$ cat config.mk
export PLATFORM = sky130hd
export DESIGN_NAME = mm_seq_ctrl
export DESIGN_NICKNAME = d
export VERILOG_FILES = /design/src/rtl/mm_pkg.sv /design/src/rtl/mm_idx_cnt.sv /design/src/rtl/mm_seq_ctrl.sv
export SDC_FILE = /design/constraint.sdc
export NUM_CORES = 1
export LEC_CHECK = 0
export CAP_MARGIN = 20
export CORE_MARGIN = 8
export CORE_UTILIZATION = 45
export CTS_CLUSTER_DIAMETER = 150
export CTS_CLUSTER_SIZE = 8
export DETAILED_ROUTE_END_ITERATION = 8
export DONT_BUFFER_PORTS = 1
export PLACE_DENSITY = 0.61
export SLEW_MARGIN = 0
export SYNTH_ARGS = -nofsm -noshare
export SYNTH_HDL_FRONTEND = slang
export SYNTH_HIERARCHICAL = 1
export SYNTH_SLANG_ARGS = --single-unit
$ cat constraint.sdc
create_clock -name clk -period 10 [get_ports clk]
set_clock_uncertainty 0.05 [all_clocks]
set_input_delay 0 -clock clk [delete_from_list [all_inputs] [get_ports clk]]
set_output_delay 0 -clock clk [all_outputs]
set_load 0.02 [all_outputs]
$ cat src/rtl/mm_pkg.sv
// mm_pkg -- shared definitions for the matrix-multiply sequencer.
//
// Contents:
//   state_t       sequencer state encoding
//   DIM_W         width of the M, K and N dimension fields
//   DIM_ONE       constant 1 at DIM_W bits, used by the index counters
//   M/K/N_MSB/LSB bit positions of the dimension fields inside the
//                 address-0 words of the input (M, K) and weight (N) SRAMs
package mm_pkg;

    localparam int DIM_W = 16;
    localparam logic [DIM_W-1:0] DIM_ONE = 1;

    // Input SRAM word 0 holds {M, K}; weight SRAM word 0 holds N in its low half.
    localparam int M_MSB = 31;
    localparam int M_LSB = 16;
    localparam int K_MSB = 15;
    localparam int K_LSB = 0;
    localparam int N_MSB = 15;
    localparam int N_LSB = 0;

    typedef enum logic [2:0] {
        ST_IDLE,
        ST_DIM_RD,
        ST_DIM_CAP,
        ST_ISSUE,
        ST_DRAIN,
        ST_WRITE
    } state_t;

endpackage

$ cat src/rtl/mm_idx_cnt.sv
// mm_idx_cnt -- nested i/j/k loop counter for the matrix-multiply sequencer.
//
// k is the innermost (dot-product term), j the result column, i the result row.
//
// Ports:
//   clk, reset_n     clock and asynchronous active-low reset
//   clear            synchronous clear of i, j and k (start of a job)
//   k_step           advance k, wrapping to 0 after K-1
//   ij_step          advance j, wrapping to 0 and advancing i after N-1
//   dim_m/k/n        current job dimensions (nonzero while stepping)
//   k_first          k == 0
//   k_last           k == K-1
//   j_last           j == N-1
//   i_last           i == M-1
module mm_idx_cnt
    import mm_pkg::*;
(
    input  logic             clk,
    input  logic             reset_n,
    input  logic             clear,
    input  logic             k_step,
    input  logic             ij_step,
    input  logic [DIM_W-1:0] dim_m,
    input  logic [DIM_W-1:0] dim_k,
    input  logic [DIM_W-1:0] dim_n,
    output logic             k_first,
    output logic             k_last,
    output logic             j_last,
    output logic             i_last
);

    logic [DIM_W-1:0] i;
    logic [DIM_W-1:0] j;
    logic [DIM_W-1:0] k;

    assign k_first = (k == '0);
    assign k_last  = (k == dim_k - DIM_ONE);
    assign j_last  = (j == dim_n - DIM_ONE);
    assign i_last  = (i == dim_m - DIM_ONE);

    // k wraps on its own so it is already 0 when the next element starts.
    always_ff @(posedge clk or negedge reset_n) begin
        if (!reset_n) begin
            i <= '0;
            j <= '0;
            k <= '0;
        end else if (clear) begin
            i <= '0;
            j <= '0;
            k <= '0;
        end else begin
            if (k_step) begin
                k <= k_last ? '0 : k + DIM_ONE;
            end
            if (ij_step) begin
                if (j_last) begin
                    j <= '0;
                    i <= i_last ? '0 : i + DIM_ONE;
                end else begin
                    j <= j + DIM_ONE;
                end
            end
        end
    end

endmodule

$ cat src/rtl/mm_seq_ctrl.sv
// mm_seq_ctrl -- control sequencer for an SRAM-based matrix multiply C = A x B.
//
// Reads the dimensions from word 0 of both source SRAMs, then for every result
// element issues K address pairs, lets the external MAC drain, and writes the
// accumulator to result address i*N+j.
//
// Ports:
//   clk, reset_n                    clock and asynchronous active-low reset
//   dut_valid / dut_ready           job start handshake (valid sampled in IDLE)
//   input_rd_addr / input_rd_data   matrix A SRAM (row-major, 1-cycle latency)
//   weight_rd_addr / weight_rd_data matrix B SRAM (column-major, 1-cycle latency)
//   mac_en, mac_first               external MAC accumulate / restart strobes
//   result_we, result_waddr         result SRAM write strobe and address
//   cycle_cnt                       busy-cycle counter, only when the macro
//                                   MM_SEQ_CYCLE_CNT_EN is defined
module mm_seq_ctrl
    import mm_pkg::*;
#(
    parameter int ADDR_W = 12,
    parameter int DATA_W = 32
) (
    input  logic              clk,
    input  logic              reset_n,
    input  logic              dut_valid,
    output logic              dut_ready,
    output logic [ADDR_W-1:0] input_rd_addr,
    input  logic [DATA_W-1:0] input_rd_data,
    output logic [ADDR_W-1:0] weight_rd_addr,
    input  logic [DATA_W-1:0] weight_rd_data,
    output logic              mac_en,
    output logic              mac_first,
    output logic              result_we,
    output logic [ADDR_W-1:0] result_waddr
`ifdef MM_SEQ_CYCLE_CNT_EN
    ,
    output logic [31:0]       cycle_cnt
`endif
);

    localparam logic [ADDR_W-1:0] ADDR_ONE = 1;

    state_t           state;
    logic [DIM_W-1:0] dim_m;
    logic [DIM_W-1:0] dim_k;
    logic [DIM_W-1:0] dim_n;

    // Start addresses of the current A row (1+i*K) and B column (1+j*K).
    logic [ADDR_W-1:0] row_base;
    logic [ADDR_W-1:0] col_base;
    logic [ADDR_W-1:0] next_row;
    logic [ADDR_W-1:0] next_col;
    logic [ADDR_W-1:0] k_ext;

    logic k_first;
    logic k_last;
    logic j_last;
    logic i_last;
    logic dim_zero;
    logic unused_data;

    assign unused_data = ^{input_rd_data, weight_rd_data};
    assign k_ext       = ADDR_W'(dim_k);
    assign dim_zero    = (input_rd_data[M_MSB:M_LSB] == '0) ||
                         (input_rd_data[K_MSB:K_LSB] == '0) ||
                         (weight_rd_data[N_MSB:N_LSB] == '0);

    mm_idx_cnt u_idx_cnt (
        .clk     (clk),
        .reset_n (reset_n),
        .clear   (state == ST_DIM_CAP),
        .k_step  (state == ST_ISSUE),
        .ij_step (state == ST_WRITE),
        .dim_m   (dim_m),
        .dim_k   (dim_k),
        .dim_n   (dim_n),
        .k_first (k_first),
        .k_last  (k_last),
        .j_last  (j_last),
        .i_last  (i_last)
    );

    // Bases for the element after the current one; addresses advance by K per
    // column or row step instead of multiplying, truncated to ADDR_W bits.
    always_comb begin
        next_row = row_base;
        next_col = col_base + k_ext;
        if (j_last) begin
            next_row = row_base + k_ext;
            next_col = ADDR_ONE;
        end
    end

    // Sequencer. Strobes are registered one cycle behind the state that causes
    // them, which matches the 1-cycle SRAM latency: data for an ISSUE address
    // arrives together with its mac_en, and the write lands in WRITE.
    // Results are produced in row-major order, so i*N+j is a running count.
    always_ff @(posedge clk or negedge reset_n) begin
        if (!reset_n) begin
            state          <= ST_IDLE;
            dut_ready      <= 1'b1;
            mac_en         <= 1'b0;
            mac_first      <= 1'b0;
            result_we      <= 1'b0;
            input_rd_addr  <= '0;
            weight_rd_addr <= '0;
            result_waddr   <= '0;
            row_base       <= '0;
            col_base       <= '0;
            dim_m          <= '0;
            dim_k          <= '0;
            dim_n          <= '0;
        end else begin
            mac_en    <= (state == ST_ISSUE);
            mac_first <= (state == ST_ISSUE) && k_first;
            result_we <= (state == ST_DRAIN);
            case (state)
                ST_IDLE: begin
                    if (dut_valid) begin
                        state          <= ST_DIM_RD;
                        dut_ready      <= 1'b0;
                        input_rd_addr  <= '0;
                        weight_rd_addr <= '0;
                        result_waddr   <= '0;
                    end
                end
                ST_DIM_RD: begin
                    state <= ST_DIM_CAP;
                end
                ST_DIM_CAP: begin
                    dim_m <= input_rd_data[M_MSB:M_LSB];
                    dim_k <= input_rd_data[K_MSB:K_LSB];
                    dim_n <= weight_rd_data[N_MSB:N_LSB];
                    if (dim_zero) begin
                        state     <= ST_IDLE;
                        dut_ready <= 1'b1;
                    end else begin
                        state          <= ST_ISSUE;
                        row_base       <= ADDR_ONE;
                        col_base       <= ADDR_ONE;
                        input_rd_addr  <= ADDR_ONE;
                        weight_rd_addr <= ADDR_ONE;
                    end
                end
                ST_ISSUE: begin
                    if (k_last) begin
                        state <= ST_DRAIN;
                    end else begin
                        input_rd_addr  <= input_rd_addr + ADDR_ONE;
                        weight_rd_addr <= weight_rd_addr + ADDR_ONE;
                    end
                end
                ST_DRAIN: begin
                    state <= ST_WRITE;
                end
                ST_WRITE: begin
                    if (i_last && j_last) begin
                        state     <= ST_IDLE;
                        dut_ready <= 1'b1;
                    end else begin
                        state          <= ST_ISSUE;
                        row_base       <= next_row;
                        col_base       <= next_col;
                        input_rd_addr  <= next_row;
                        weight_rd_addr <= next_col;
                        result_waddr   <= result_waddr + ADDR_ONE;
                    end
                end
                default: begin
                    state     <= ST_IDLE;
                    dut_ready <= 1'b1;
                end
            endcase
        end
    end

`ifdef MM_SEQ_CYCLE_CNT_EN
    // Counts every busy cycle of the latest job; restarts when a job is taken.
    always_ff @(posedge clk or negedge reset_n) begin
        if (!reset_n) begin
            cycle_cnt <= '0;
        end else if (state == ST_IDLE) begin
            if (dut_valid) begin
                cycle_cnt <= '0;
            end
        end else begin
            cycle_cnt <= cycle_cnt + 32'd1;
        end
    end
`endif

endmodule

==> results_dict.tcl <==
set metrics [dict create \
    clk_latency_ns 0.44 \
    synthArstFlopShare_pct 100 \
    cts-resized-gates 0 \
    cts.sinks 163 \
    synth_area_leaders "dfrtp_1 38%, mux2_2 5.6%, xnor2_1 4.6%" \
    cts_tree "done" \
    drt-total-wl_um 28000 \
    wl_per_cell_um 18.5 \
    htreeDepth 4 \
    p_sw_mw 1.19 \
    area_growth_pct 12.4 \
    layout-drive-gt1-share_pct 10.9 \
    syn-mean-instance-area_um2 9.28 \
    yosysMostFrequentCell "dfrtp_1" \
    drc 0 \
    maxSlewViolCount 0 \
    finalCriticalPeriod_ns 4.88 \
    r2r-end "input_rd_addr[10]" \
    pwr-share-seq_pct 37.3 \
    ys_warn_count 6 \
    postCtsSetupBuffers 0 \
    comb_power_share_pct 39.2 \
    clock-root-buffer "clkbuf_16" \
    vias 8947 \
    mappedNetlistArea_um2 10700 \
    yosys-top-cells-count "162 x dfrtp_1, 89 x nand2_1, 86 x nor2_1, 68 x o21ai_0, 61 x nand3_1" \
    ys.flop_type "dfrtp_1" \
    clkPwrFrac_pct 23.5 \
    fmax_mhz 205 \
    setup_viol 0 \
    final-hold-violation-count 0 \
    overflow 0 \
    hp-class "in2async" \
    rsz0062_at_grt "false" \
    start_util_pct 45.7 \
    r2r_cells 15 \
    peakVddDrop_mv 0.129 \
    cts.reportedPaths.clkPinSlew_ns 0.07 \
    num_antenna_cells 0 \
    rows 56 \
    leakagePower_nw 4.97 \
    power.internal_mw 1.66 \
    tightest_slew_ns 1.08 \
    grt_pass1_vias 8659 \
    synth_edf_count 0 \
    die_w_um 170 \
    grt_pass1_wl_um 46700 \
    r2r-start "dim_k[1]" \
    ys_seq_area_share_pct 38.0 \
    r2r_slack_ns 5.12 \
    ys_types 91 \
    critPathRequiredTime_ns 10.32 \
    port_buffers 0 \
    pin_count 107 \
    viasPerCell 5.91 \
    coreArea_um2 23500 \
    grt_usage_pct 19.8 \
    antenna_left 0 \
    first_iter_violations 606 \
    post-place-ws_ns 5.21 \
    outcome "complete, no violations" \
    clockBufferDepth 2 \
    antenna_found_initial 0 \
    yosysTopAreaCellShare_pct 37.8 \
    yosys.area.top_type "dfrtp_1" \
    period_share_pct 48.8 \
    dieArea_um2 29000 \
    endpoint_kind "flip-flop" \
    cts-buffers-inserted 17 \
    worstSetupPathType "reg2reg" \
    cp_max_fo 31 \
    synth-seq-cells 163 \
    fin_nets 1284 \
    relSlewSlack_pct 28.0 \
    arrival_ns 5.21 \
    routabilityCongestion 0.868 \
    n_fill_cell 2143 \
    tns_ns 0 \
    dr.pass1.iters 5 \
    syn_nets 1257 \
    dp_hpwl_um 19300 \
    synth_cells 1156 \
    maxCapViolCount 0 \
    power_switching_share_pct 41.8 \
    power_density_nw_per_um2 236 \
    setup_slack_ns 5.12 \
    cp-start-kind "flip-flop" \
    die_h_um 170 \
    grt_max_degree 164 \
]
## layout by cell type, fill, tap and decap left out, types with 36 or more instances in the layout
cell type / n
dlygate4sd3_1: 50
nand2_1: 89
xor2_1: 36
nand3_1: 61
mux2_2: 53
dfrtp_1: 162
nor2_1: 85
inv_1: 36
o21ai_0: 68
xnor2_1: 56
a21oi_1: 47
## state kept, by name, indices dropped and copies added, names as in the netlist
register	count
dim_k	16
dim_m	16
dim_n	16
u_idx_cnt/i	16
u_idx_cnt/j	16
u_idx_cnt/k	16
col_base	12
input_rd_addr	12
result_waddr	12
row_base	12
weight_rd_addr	12
state	3
dut_ready	1
mac_en	1
mac_first	1
result_we	1
## worst max-delay path: stages (launching register included)
cell and delay [ns]:
dfrtp_1 0.53, inv_1 0.11, ha_1 0.20, or3b_2 0.54, or3_1 0.36, a2111oi_0 0.49
a311o_1 0.19, nand3_1 0.11, nor3b_1 0.64, nand2_1 0.11, a22oi_1 0.17, o21a_1 0.20
a21o_1 0.68, o21ai_1 0.15, o21ai_1 0.13, a311o_1 0.14
## how the worst max path moves through the flow
| stage | startpoint | cells after the start | end | slack, ns |
|---|---|---|---|---|
| 2_1_floorplan | dim_k[5] | 17 | input_rd_addr[4] | 6.24 |
| 3_3_place_gp | dim_k[2] | 13 | input_rd_addr[10] | 5.26 |
| 3_5_place_dp | dim_k[1] | 15 | input_rd_addr[10] | 5.21 |
| 4_1_cts | dim_k[1] | 15 | input_rd_addr[10] | 5.16 |
| 5_1_grt | dim_k[1] | 14 | weight_rd_addr[8] | 4.67 |
| 6_report | dim_k[1] | 15 | input_rd_addr[10] | 5.12 |
## layout make-up
class                           count  area [um2]  share of cell area [%]
Sequential cell                   163        4080                    33.8
Timing Repair Buffer               59         586                    4.85
Clock buffer                       19         433                    3.59
Tap cell                          319         399                    3.31
Multi-Input combinational cell    905        6280                    52.0
Inverter                           37         139                    1.15
Clock inverter                     13         151                    1.25
## through the flow
| stage | std cells | total power, mW | area [um2] | util (%) | hold WS (ns) |
|---|---|---|---|---|---|
| after floorplan | 1156 | 1.88 | 10700 | - | -0.346 |
| after global placement | 1431 | 2.13 | 11000 | 46.7 | -0.329 |
| after detailed placement | 1431 | 2.16 | 11000 | 46.7 | -0.327 |
| after CTS | 1514 | 2.86 | 12100 | 51.4 | 0.118 |
| after global routing | 1515 | 3.05 | 12100 | 51.4 | 0.179 |
| final | 1515 | 2.85 | 12100 | 51.4 | 0.113 |
## kinds of logic after synthesis
logic type	synth area share, %
buffers and inverters	3.60
AO/OA/AOI/OAI	17.9
XOR/XNOR	7.72
multiplexers	6.40
AND/OR/NAND/NOR	22.2
adder cells (fa/ha/maj)	4.20
flip-flops	38.0
## power by group through the flow
stage          registers [mW]  logic [mW]  clock network, mW
6_report                 1.06        1.12              0.669
5_1_grt                  1.10        1.25              0.708
4_1_cts                  1.06        1.12              0.681
3_5_place_dp             1.08        1.08                  0
3_3_place_gp             1.07        1.06                  0
2_1_floorplan           0.972       0.910                  0
## per-layer routing
layer | wire, um | vias to the layer above | global-route usage (%)
met5 | 0 | - | 0
met2 | 13200 | 196 | 31.9
met1 | 13200 | 4387 | 27.1
met4 | 243 | 0 | 4.54
met3 | 1360 | 15 | 3.96
li1 | - | 4349 | -
## what timing repair did
action,in CTS,in global routing
hold buffers,51,0
endpoints found under the setup margin,0,0
endpoints found under the hold margin,222,0
(Power assumes the default switching activity.)
